===== src/rtl/add_pkg.sv =====
// Shared widths and saturation helper for the adder-tree accumulation stage.
package add_pkg;

   localparam int unsigned DEF_BIT_IN  = 28;
   localparam int unsigned DEF_BIT_ACC = 32;
   localparam int unsigned DEF_BIT_OUT = 24;
   localparam int unsigned DEF_NUM_ACC = 9;

   // Working width of sat_clip; every clamp in this block is narrower.
   localparam int unsigned SAT_W = 64;

   typedef struct packed {
      logic             ovf;
      logic [SAT_W-1:0] val;
   } sat_t;

   // Clamp value to an unsigned field of the given width, reporting overflow.
   function automatic sat_t sat_clip(input logic [SAT_W-1:0] value, input int unsigned width);
      logic [SAT_W-1:0] mask;
      sat_t             r;
      mask  = (SAT_W'(1) << width) - SAT_W'(1);
      r.ovf = |(value & ~mask);
      r.val = r.ovf ? mask : value;
      return r;
   endfunction

endpackage


===== src/rtl/add_acc_outreg.sv =====
// One-entry output register with valid/ready; reloads in place so results can
// leave back-to-back without a bubble.
module add_acc_outreg #(
   parameter int unsigned BIT_OUT = add_pkg::DEF_BIT_OUT
) (
   input  logic               clk,
   input  logic               rst,
   input  logic               load,
   input  logic [BIT_OUT-1:0] load_data,
   input  logic               load_sat,
   input  logic               out_ready,
   output logic               in_ready,
   output logic               out_valid,
   output logic [BIT_OUT-1:0] out,
   output logic               out_sat
);

   logic               valid_q;
   logic [BIT_OUT-1:0] data_q;
   logic               sat_q;

   always_ff @(posedge clk) begin
      if (rst) begin
         valid_q <= 1'b0;
         data_q  <= '0;
         sat_q   <= 1'b0;
      end else if (load) begin
         valid_q <= 1'b1;
         data_q  <= load_data;
         sat_q   <= load_sat;
      end else if (valid_q && out_ready) begin
         valid_q <= 1'b0;
      end
   end

   assign in_ready  = !valid_q || out_ready;
   assign out_valid = valid_q;
   assign out       = data_q;
   assign out_sat   = sat_q;

endmodule


===== src/rtl/add_accumulate.sv =====
// Accumulates NUM_ACC adder-tree sums (or fewer, closed by in_last) into one
// saturated result per group behind a one-entry output register.
module add_accumulate
   import add_pkg::*;
#(
   parameter int unsigned BIT_IN  = DEF_BIT_IN,
   parameter int unsigned BIT_ACC = DEF_BIT_ACC,
   parameter int unsigned BIT_OUT = DEF_BIT_OUT,
   parameter int unsigned NUM_ACC = DEF_NUM_ACC
) (
   input  logic               clk,
   input  logic               rst,
   input  logic               in_valid,
   output logic               in_ready,
   input  logic [BIT_IN-1:0]  in,
   input  logic               in_last,
   output logic               out_valid,
   input  logic               out_ready,
   output logic [BIT_OUT-1:0] out,
   output logic               out_sat
);

   localparam int unsigned CNT_W = (NUM_ACC > 1) ? $clog2(NUM_ACC) : 1;

   logic [CNT_W-1:0]   cnt_q, cnt_d;
   logic [BIT_ACC-1:0] acc_q, acc_d;
   logic               sat_q, sat_d;

   logic               accept;
   logic               final_beat;
   logic [BIT_ACC:0]   sum;
   logic [SAT_W-1:0]   sum_ext;
   logic [SAT_W-1:0]   acc_ext;
   sat_t               acc_clip;
   sat_t               out_clip;
   logic [BIT_ACC-1:0] acc_sum;
   logic [BIT_OUT-1:0] load_data;
   logic               load_sat;

   assign accept = in_valid && in_ready;

   always_comb begin
      sum       = {1'b0, acc_q} + (BIT_ACC + 1)'(in);
      sum_ext   = SAT_W'(sum);
      acc_clip  = sat_clip(sum_ext, BIT_ACC);
      acc_sum   = acc_clip.val[BIT_ACC-1:0];
      acc_ext   = SAT_W'(acc_sum);
      out_clip  = sat_clip(acc_ext, BIT_OUT);
      load_data = out_clip.val[BIT_OUT-1:0];
      load_sat  = sat_q | acc_clip.ovf | out_clip.ovf;

      final_beat = accept && ((cnt_q == CNT_W'(NUM_ACC - 1)) || in_last);

      cnt_d = cnt_q;
      acc_d = acc_q;
      sat_d = sat_q;
      if (final_beat) begin
         cnt_d = '0;
         acc_d = '0;
         sat_d = 1'b0;
      end else if (accept) begin
         cnt_d = cnt_q + CNT_W'(1);
         acc_d = acc_sum;
         sat_d = sat_q | acc_clip.ovf;
      end
   end

   always_ff @(posedge clk) begin
      if (rst) begin
         cnt_q <= '0;
         acc_q <= '0;
         sat_q <= 1'b0;
      end else begin
         cnt_q <= cnt_d;
         acc_q <= acc_d;
         sat_q <= sat_d;
      end
   end

   // Bits above the clamp width are zero by construction.
   logic unused_clip_bits;
   assign unused_clip_bits = ^{acc_clip.val[SAT_W-1:BIT_ACC], out_clip.val[SAT_W-1:BIT_OUT]};

   add_acc_outreg #(
      .BIT_OUT (BIT_OUT)
   ) u_outreg (
      .clk       (clk),
      .rst       (rst),
      .load      (final_beat),
      .load_data (load_data),
      .load_sat  (load_sat),
      .out_ready (out_ready),
      .in_ready  (in_ready),
      .out_valid (out_valid),
      .out       (out),
      .out_sat   (out_sat)
   );

endmodule


===== config.mk =====
export PLATFORM = sky130hd
export DESIGN_NAME = add_accumulate
export DESIGN_NICKNAME = d
export VERILOG_FILES = /design/src/rtl/add_pkg.sv /design/src/rtl/add_acc_outreg.sv /design/src/rtl/add_accumulate.sv
export SDC_FILE = /design/constraint.sdc
export NUM_CORES = 1
export LEC_CHECK = 0
export CELL_PAD_IN_SITES_DETAIL_PLACEMENT = 1
export CELL_PAD_IN_SITES_GLOBAL_PLACEMENT = 2
export CORE_MARGIN = 3
export CORE_UTILIZATION = 37
export CTS_BUF_LIST = sky130_fd_sc_hd__clkbuf_8
export DETAILED_ROUTE_END_ITERATION = 10
export MAX_ROUTING_LAYER = met4
export PLACE_DENSITY = 0.85
export SYNTH_ARGS = -nofsm -noshare
export SYNTH_HDL_FRONTEND = slang
export SYNTH_SLANG_ARGS = --single-unit

===== constraint.sdc =====
create_clock -name clk -period 6.3 [get_ports clk]
set_input_delay 1.26 -clock clk [delete_from_list [all_inputs] [get_ports clk]]
set_output_delay 1.26 -clock clk [all_outputs]
set_load 0.02 [all_outputs]

Word level (Yosys, flattened, before mapping) --
Index checks and enable logic that the tools add are counted.
Cells by class: bitwise operators 2, muxes and demuxes 4, add/sub/neg operators 2, reduce and logical (&&, ||, !) cells 9, equality and inequality tests 1
Operators with widths (count):
- 32-bit by 28-bit adder with 33-bit output | 1
- 32-bit two-way mux | 1
- 24-bit two-way mux | 1
- 8-bit OR reduction | 1
- 4-bit by 1-bit adder with 4-bit output, second input constant | 1
- 4-bit equality test, second input constant | 1
- 1-bit logical AND | 3
- 1-bit logical OR | 2
- 1-bit two-way mux | 2
- 1-bit OR | 2
- 2-bit nonzero test | 1
- 2-bit OR reduction | 1
- 1-bit logical NOT | 1
Storage, ports and cells: logic and storage cells 24, register bits after elaboration 63, input port bits 33

Logic depth before layout (Yosys ltp) --
Gate-level depths: netlist of the first run.
depth in word-level cells 5, depth in mapped cells 11, gate-level depth less buffers 10

Hierarchy --
Synthesis of the first run repeated with hierarchy kept, for this count alone.
Second synthesis, totals: cells, all modules 509, area, all modules 4156.5 µm²
By module, submodules not included:
- add_accumulate | sequential area each 740.7 µm², cells an instance 424, times used 1, area an instance 3210.6 µm²
- add_acc_outreg | sequential area each 520.5 µm², cells an instance 85, times used 1, area an instance 945.9 µm²

Worst setup path after synthesis of the first run --
Ideal clock, no wire load.
path type in2reg, start point input port in[0], end point register u_outreg.data_q[2], in the netlist u_outreg.out[2], stages on the path 11, setup time 0.131 ns, arrival time 3.654 ns, setup slack 2.515 ns, cell sequence ha_1 -> fa_1 -> a211oi_1 -> o211ai_1 -> a22oi_2 -> nand3_1 -> a31oi_1 -> xnor2_1 -> nor4_4 -> buf_6 -> a31oi_1
On the way: cells in the longest elaborated chain, start to end 4
Ends and longest elaborated chain:
- start, declared | RTL line add_accumulate.sv:15 | input logic [BIT_IN-1:0] in,
- 32-bit by 28-bit adder with 33-bit output * | RTL line add_accumulate.sv:43 | sum = {1'b0, acc_q} + (BIT_ACC + 1)'(in);
- 32-bit two-way mux * | RTL line add_pkg.sv:23 | r.val = r.ovf ? mask : value;
- 8-bit OR reduction | RTL line add_pkg.sv:22 | r.ovf = |(value & ~mask);
- 24-bit two-way mux * | RTL line add_pkg.sv:23
- end signal, assigned | RTL line add_acc_outreg.sv:29 | data_q <= load_data;
- end, declared | RTL line add_acc_outreg.sv:19 | logic [BIT_OUT-1:0] data_q;
Mark *: on every way between the ends. The rest lies on a longest branch, timed or not. A chain may end at the register's enable or synchronous reset.

Final worst setup path of the first run --
start point input port in[0], end point register u_outreg.data_q[9], in the netlist u_outreg.out[9]
Same word-level chain as after synthesis.

==> results.yml, run 1 <==
floorplan:
  die_x_um: 111
  start_util_pct: 38.9
  dieArea_um2: 12400
  die_y_um: 111
  pin_count: 60
  fp-row-count: 37
  core_area_um2: 10600
timing:
  fin_tns_setup_ps: 0
  setup_viol: 0
  finalHoldViolCount: 0
  worst_slew_pin_slew_ps: 909
  min_period_ps: 4490
  fin_ws_ps: 1810
  fmax_ghz: 0.223
  rsz0062_at_grt: "false"
  clock_skew_ps: 13.6
  finalMaxSlewViolations: 0
  max_slew_margin_pct: 39.2
  post-route-period-util_pct: 71.2
synth:
  syn_area_um2: 4100
  synth_seq_area_share_pct: 30.7
  netlist-cell-type-count: 60
  synth_common_cells: "dfxtp_1 (63), a21oi_1 (43), nor2_1 (38), a31oi_1 (30), ha_1 (30)"
  synth-edff-count: 0
  async_reset_ff_share_pct: 0
  synthCells: 471
  ys_warn_count: 0
  synthFlopType: "dfxtp_1"
  yosys.area.top_type: "dfxtp_1"
  synth_top_area_share_pct: 30.7
  yosysMostFrequentCell: "dfxtp_1"
  synth-seq-cells: 63
  synth.area.top_cells: "dfxtp_1 (31%), ha_1 (9.1%), o221a_2 (5.8%)"
  syn_nets: 535
  syn_avg_cell_area_um2: 8.71
route:
  vias_per_cell: 5.78
  vias: 3824
  wl_met3_um: 528
  first_iter_violations: 196
  wl_met1_um: 6030
  drc: 0
  wl_per_cell_um: 18.3
  first_pass_iters: 4
  highest_layer: "met4"
  antenna_left: 0
  wl_um: 12100
  wl_met2_um: 5410
global_route:
  grt-ovfl-total: 0
  grt_pass1_wl_um: 19800
  grt_pass1_vias: 3818
  track_usage_pct: 20.3
  grt_max_degree: 36
  antenna_found_initial: 0
hold_path:
  hold_depth: 2
  worstHoldStart: "sat_q"
  hp-class: "flip-flop to flip-flop"
pwr:
  seq_power_share_pct: 35.1
  leakagePower_nw: 2.01
  p_switching_mw: 0.450
  switching_share_pct: 35.2
  p_int_mw: 0.828
  peakVddDrop_mv: 0.0922
  pwr_density_cell_nw_per_um2: 258
  clkPwrFrac_pct: 32.9
  p_comb_share_pct: 32.0
setup_path:
  arrival_ps: 4690
  worst_r2r_path_depth: 10
  critical_path.startpoint: "in[0]"
  worst_path_largest_cell_delay_ps: 550
  crit_buf_inv: 1
  startpoint_type: "input pin"
  cp_top_family: "compound AO/OA/AOI/OAI gates"
  worst-path-stages: 11
  r2r_start: "acc_q[0]"
  worstPathCellList: "clkdlybuf4s50_1 > ha_1 > fa_1 > a211oi_1 > o211ai_1 > a22oi_2 > nand3_1 > a41oi_1 > nand3b_1 > a21oi_4 > a31oi_1"
  required_ps: 6500
  crit_type: "input pin to flip-flop"
  critical-path-slowest-cell: "a21oi_4"
  cp_max_fo: 25
  worstSetupEndpointType: "flip-flop"
flow_run:
  maxCapViolCount: 0
final_layout:
  syn2layout_area_growth_pct: 20.5
  diodes: 0
  drive_gt1_share_pct: 10.8
  nets: 585
clocking:
  cts_resized: 0
  root_buffer: "clkbuf_8"
  clk_pin_slew_ps: 80
  cts_hold_buf: 0
  clockBufferDepth: 2
  worst_skew_pair.late_latency_ps: 360
  h-tree-depth: 3
  cts.sinks: 63
  cts_buffers: 9
  postCtsSetupRepairBufs: 0
  cts_tree: "built"
placement:
  port_buffers: 59
  pre_cts_ws_ps: 1430
  place.gp.congestion: 0.823
  dp_hpwl_um: 8980
outcome:
  status: "complete, no violations"
## flip-flops by register name, indices dropped and copies added (netlist names)
name                cells
u_outreg.out_sat        1
u_outreg.out           24
acc_q                  32
u_outreg.out_valid      1
sat_q                   1
cnt_q                   4
## worst min-delay path: stages, from the launching register on
cell     delay (ps)
dfxtp_1         340
nor2_1           50
nor2_1           70
## stage by stage
stage	std cells	total power [mW]	hold WS, ps	utilization [%]	cell area, um^2
3_5_place_dp	646	0.864	483	44.7	4710
5_1_grt	662	1.35	542	46.8	4940
4_1_cts	662	1.29	502	46.8	4940
2_1_floorplan	471	0.741	441	-	4100
3_3_place_gp	646	0.856	463	44.7	4710
6_report	662	1.28	492	46.8	4940
## cell type report
class / count / area [um^2]
Clock buffer: 10 / 138
Timing Repair Buffer: 66 / 643
Multi-Input combinational cell: 372 / 2610
Clock inverter: 6 / 92.6
Sequential cell: 63 / 1260
Fill cell: 1259 / 5610
Inverter: 9 / 33.8
Tap cell: 136 / 170
## path summary, 6_finish.rpt
path / end / slack (ps)
hold reg to reg: sat_q / 490
setup / recovery: u_outreg.out[9] / 1810
setup reg to reg: u_outreg.out[9] / 2880
hold / removal: sat_q / 490
## metal layers
layer	up-vias	GRT usage, %
li1	1875	-
met1	1845	28.2
met2	90	29.6
met3	14	5.02
met4	0	4.79
met5	-	-
## kinds of logic after synthesis
family                     Yosys count  share of synthesized area, %
buffers and inverters               36                          5.79
AOI/OAI and AO/OA                  191                          32.7
adders and majority gates           31                          9.64
DFF                                 63                          30.7
muxes                                3                         0.762
xor gates and xnor gates            29                          6.19
and+or+nand+nor                    118                          14.2
## power by group through the flow
| stage | clock (mW) | combinational [mW] | sequential (mW) |
|---|---|---|---|
| 4_1_cts | 0.432 | 0.409 | 0.449 |
| 6_report | 0.420 | 0.409 | 0.448 |
| 5_1_grt | 0.446 | 0.451 | 0.453 |
| 3_5_place_dp | 0 | 0.406 | 0.458 |
| 2_1_floorplan | 0 | 0.273 | 0.468 |
| 3_3_place_gp | 0 | 0.400 | 0.456 |
## placed cells by master (no fill, tap or decap), types with 9 or more instances in the layout
cell / netlist / final
nor2_1: 38 / 37
inv_1: 9 / 9
clkdlybuf4s50_1: 0 / 59
xor2_1: 13 / 13
o21bai_1: 26 / 26
a21oi_1: 43 / 43
o21ai_0: 28 / 27
clkbuf_8: 0 / 10
xnor2_1: 16 / 16
nand3_1: 12 / 12
nand2_1: 29 / 29
ha_1: 30 / 30
a31oi_1: 30 / 30
dfxtp_1: 63 / 63
o221a_2: 21 / 21
Power figures use the tool's default switching activity.
==> run 2, diff against run 1 <==
--- a/config.mk
+++ b/config.mk
@@ -8,11 +8,11 @@
 export CELL_PAD_IN_SITES_DETAIL_PLACEMENT = 1
 export CELL_PAD_IN_SITES_GLOBAL_PLACEMENT = 2
 export CORE_MARGIN = 3
-export CORE_UTILIZATION = 37
+export CORE_UTILIZATION = 34
 export CTS_BUF_LIST = sky130_fd_sc_hd__clkbuf_8
 export DETAILED_ROUTE_END_ITERATION = 10
 export MAX_ROUTING_LAYER = met4
-export PLACE_DENSITY = 0.85
+export PLACE_DENSITY = 0.79
 export SYNTH_ARGS = -nofsm -noshare
 export SYNTH_HDL_FRONTEND = slang
 export SYNTH_SLANG_ARGS = --single-unit
==> constraint.sdc (replaced) <==
create_clock -name clk -period 4.6 [get_ports clk]
set_input_delay 0.92 -clock clk [delete_from_list [all_inputs] [get_ports clk]]
set_output_delay 0.92 -clock clk [all_outputs]
set_load 0.02 [all_outputs]
==> run 2 against run 1 <==
Critical path depth increased by 1; total power up 42%; utilization decreased by 3.9 points; setup slack got worse by 1200 ps; register-to-register slack worse by 1500 ps; largest power group is now the clock network; highest routed layer unchanged.
==> results.yml, run 2 (synthesis results as in run 1) <==
outcome:
  status: "complete, no violations"
floorplan:
  fp-row-count: 39
  die_y_um: 116
  pin_count: 60
  die_x_um: 116
  core_area_um2: 11600
  dieArea_um2: 13400
  start_util_pct: 35.3
flow_run:
  maxCapViolCount: 0
timing:
  finalHoldViolCount: 0
  fin_tns_setup_ps: 0
  post-route-period-util_pct: 86.1
  worst_slew_pin_slew_ps: 855
  hold_ws_ps: 498
  max_slew_margin_pct: 42.8
  clock_skew_ps: 14.0
  finalMaxSlewViolations: 0
  setup_viol: 0
  min_period_ps: 3960
  rsz0062_at_grt: "false"
  fmax_ghz: 0.253
final_layout:
  mostFrequentLayoutCells: "dfxtp_1 (63), clkdlybuf4s50_1 (59), a21oi_1 (43), nor2_1 (37)"
  diodes: 0
  top_register: "acc_q"
  final_common_cell: "dfxtp_1"
  drive_gt1_share_pct: 11.0
  syn2layout_area_growth_pct: 21.7
  largest_reg_flops: 32
  nets: 588
setup_path:
  crit_type: "input pin to flip-flop"
  cp_max_fo: 25
  r2r_slack_ps: 1360
  worstSetupEndpointType: "flip-flop"
  reg2reg_to: "u_outreg.out[18]"
  arrival_ps: 4180
  r2r_start: "acc_q[0]"
  worst_path_largest_cell_delay_ps: 440
  required_ps: 4820
  critical_path.startpoint: "in[0]"
  worst_r2r_path_depth: 11
  worstPathCellList: "clkdlybuf4s50_1 > ha_1 > fa_1 > a211oi_1 > o211ai_1 > a22oi_2 > nand3_1 > a41oi_1 > nand3b_1 > a21oi_4 > buf_4 > a31oi_1"
  cp-endpoint: "u_outreg.out[18]"
  startpoint_type: "input pin"
  critical-path-slowest-cell: "clkdlybuf4s50_1"
route:
  first_pass_iters: 4
  highest_layer: "met4"
  vias: 3810
  wl_met1_um: 6320
  wl_per_cell_um: 18.9
  first_iter_violations: 217
  vias_per_cell: 5.68
  wl_met2_um: 5690
  wl_met3_um: 450
  drc: 0
  antenna_left: 0
  wl_um: 12700
clocking:
  cts_tree: "built"
  h-tree-depth: 3
  cts.sinks: 63
  cts_resized: 0
  worst_skew_pair.late_latency_ps: 360
  cts_buffers: 9
  postCtsSetupRepairBufs: 0
  cts_hold_buf: 0
  clk_pin_slew_ps: 70
  root_buffer: "clkbuf_8"
  clockBufferDepth: 2
pwr:
  pwr_density_cell_nw_per_um2: 362
  peakVddDrop_mv: 0.127
  leakagePower_nw: 2.04
global_route:
  track_usage_pct: 20.0
  antenna_found_initial: 0
  grt_pass1_wl_um: 20400
  grt-ovfl-total: 0
  grt_pass1_vias: 3923
  grt_max_degree: 31
hold_path:
  hp-class: "flip-flop to flip-flop"
placement:
  place.gp.congestion: 0.857
  dp_hpwl_um: 9560
  port_buffers: 59
## run 2: cell count changes in the layout (fill, tap and decap cells not counted)
cell | previous run | this run
clkinvlp_4 | 2 | 0
clkinv_4 | 1 | 0
clkbuf_8 | 10 | 11
inv_1 | 9 | 10
bufinv_16 | 2 | 3
buf_4 | 7 | 10
inv_6 | 1 | 0
## run 2: per-stage QoR
step	util, %	power (mW)	worst slack [ps]	instances	cell area, um^2
CTS	43.0	1.82	677	671	4990
finish	43.0	1.81	641	671	4990
detailed placement	40.9	1.19	328	656	4750
floorplan	-	1.01	1160	471	4100
global placement	40.9	1.18	418	656	4750
global route	43.0	1.91	364	671	4990
## run 2: how the worst min path moves through the flow
stage	depth (start not counted)	startpoint	to
final	2	sat_q	sat_q
after global routing	2	sat_q	sat_q
after CTS	2	sat_q	sat_q
after detailed placement	2	sat_q	sat_q
after global placement	2	sat_q	sat_q
after floorplan	2	sat_q	sat_q
## run 2: critical path, delay by kind of cell
kind,cells,cell delay [ps]
compound gates,6,1420
fa+ha+maj,2,710
buf+inv,2,720
simple gates,2,400
## run 2: cell type report
type | count | area (um^2)
clock buffers | 11 | 151
clock inverters | 4 | 93.8
fillers | 1390 | 6620
inverters | 9 | 33.8
multi-input cells | 372 | 2610
flip-flops and latches | 63 | 1260
well taps | 143 | 179
repair buffers | 69 | 666
## run 2: power breakdown
part           switching, mW  internal [mW]  total [mW]
Combinational          0.342          0.227       0.570
Sequential            0.0262          0.588       0.614
Clock                  0.239          0.385       0.624
Total                  0.607           1.20        1.81
## run 2: routing by layer
layer,track usage (%),vias up
met5,-,-
met1,27.1,1842
met4,5.80,0
li1,-,1877
met2,30.9,77
met3,3.03,14
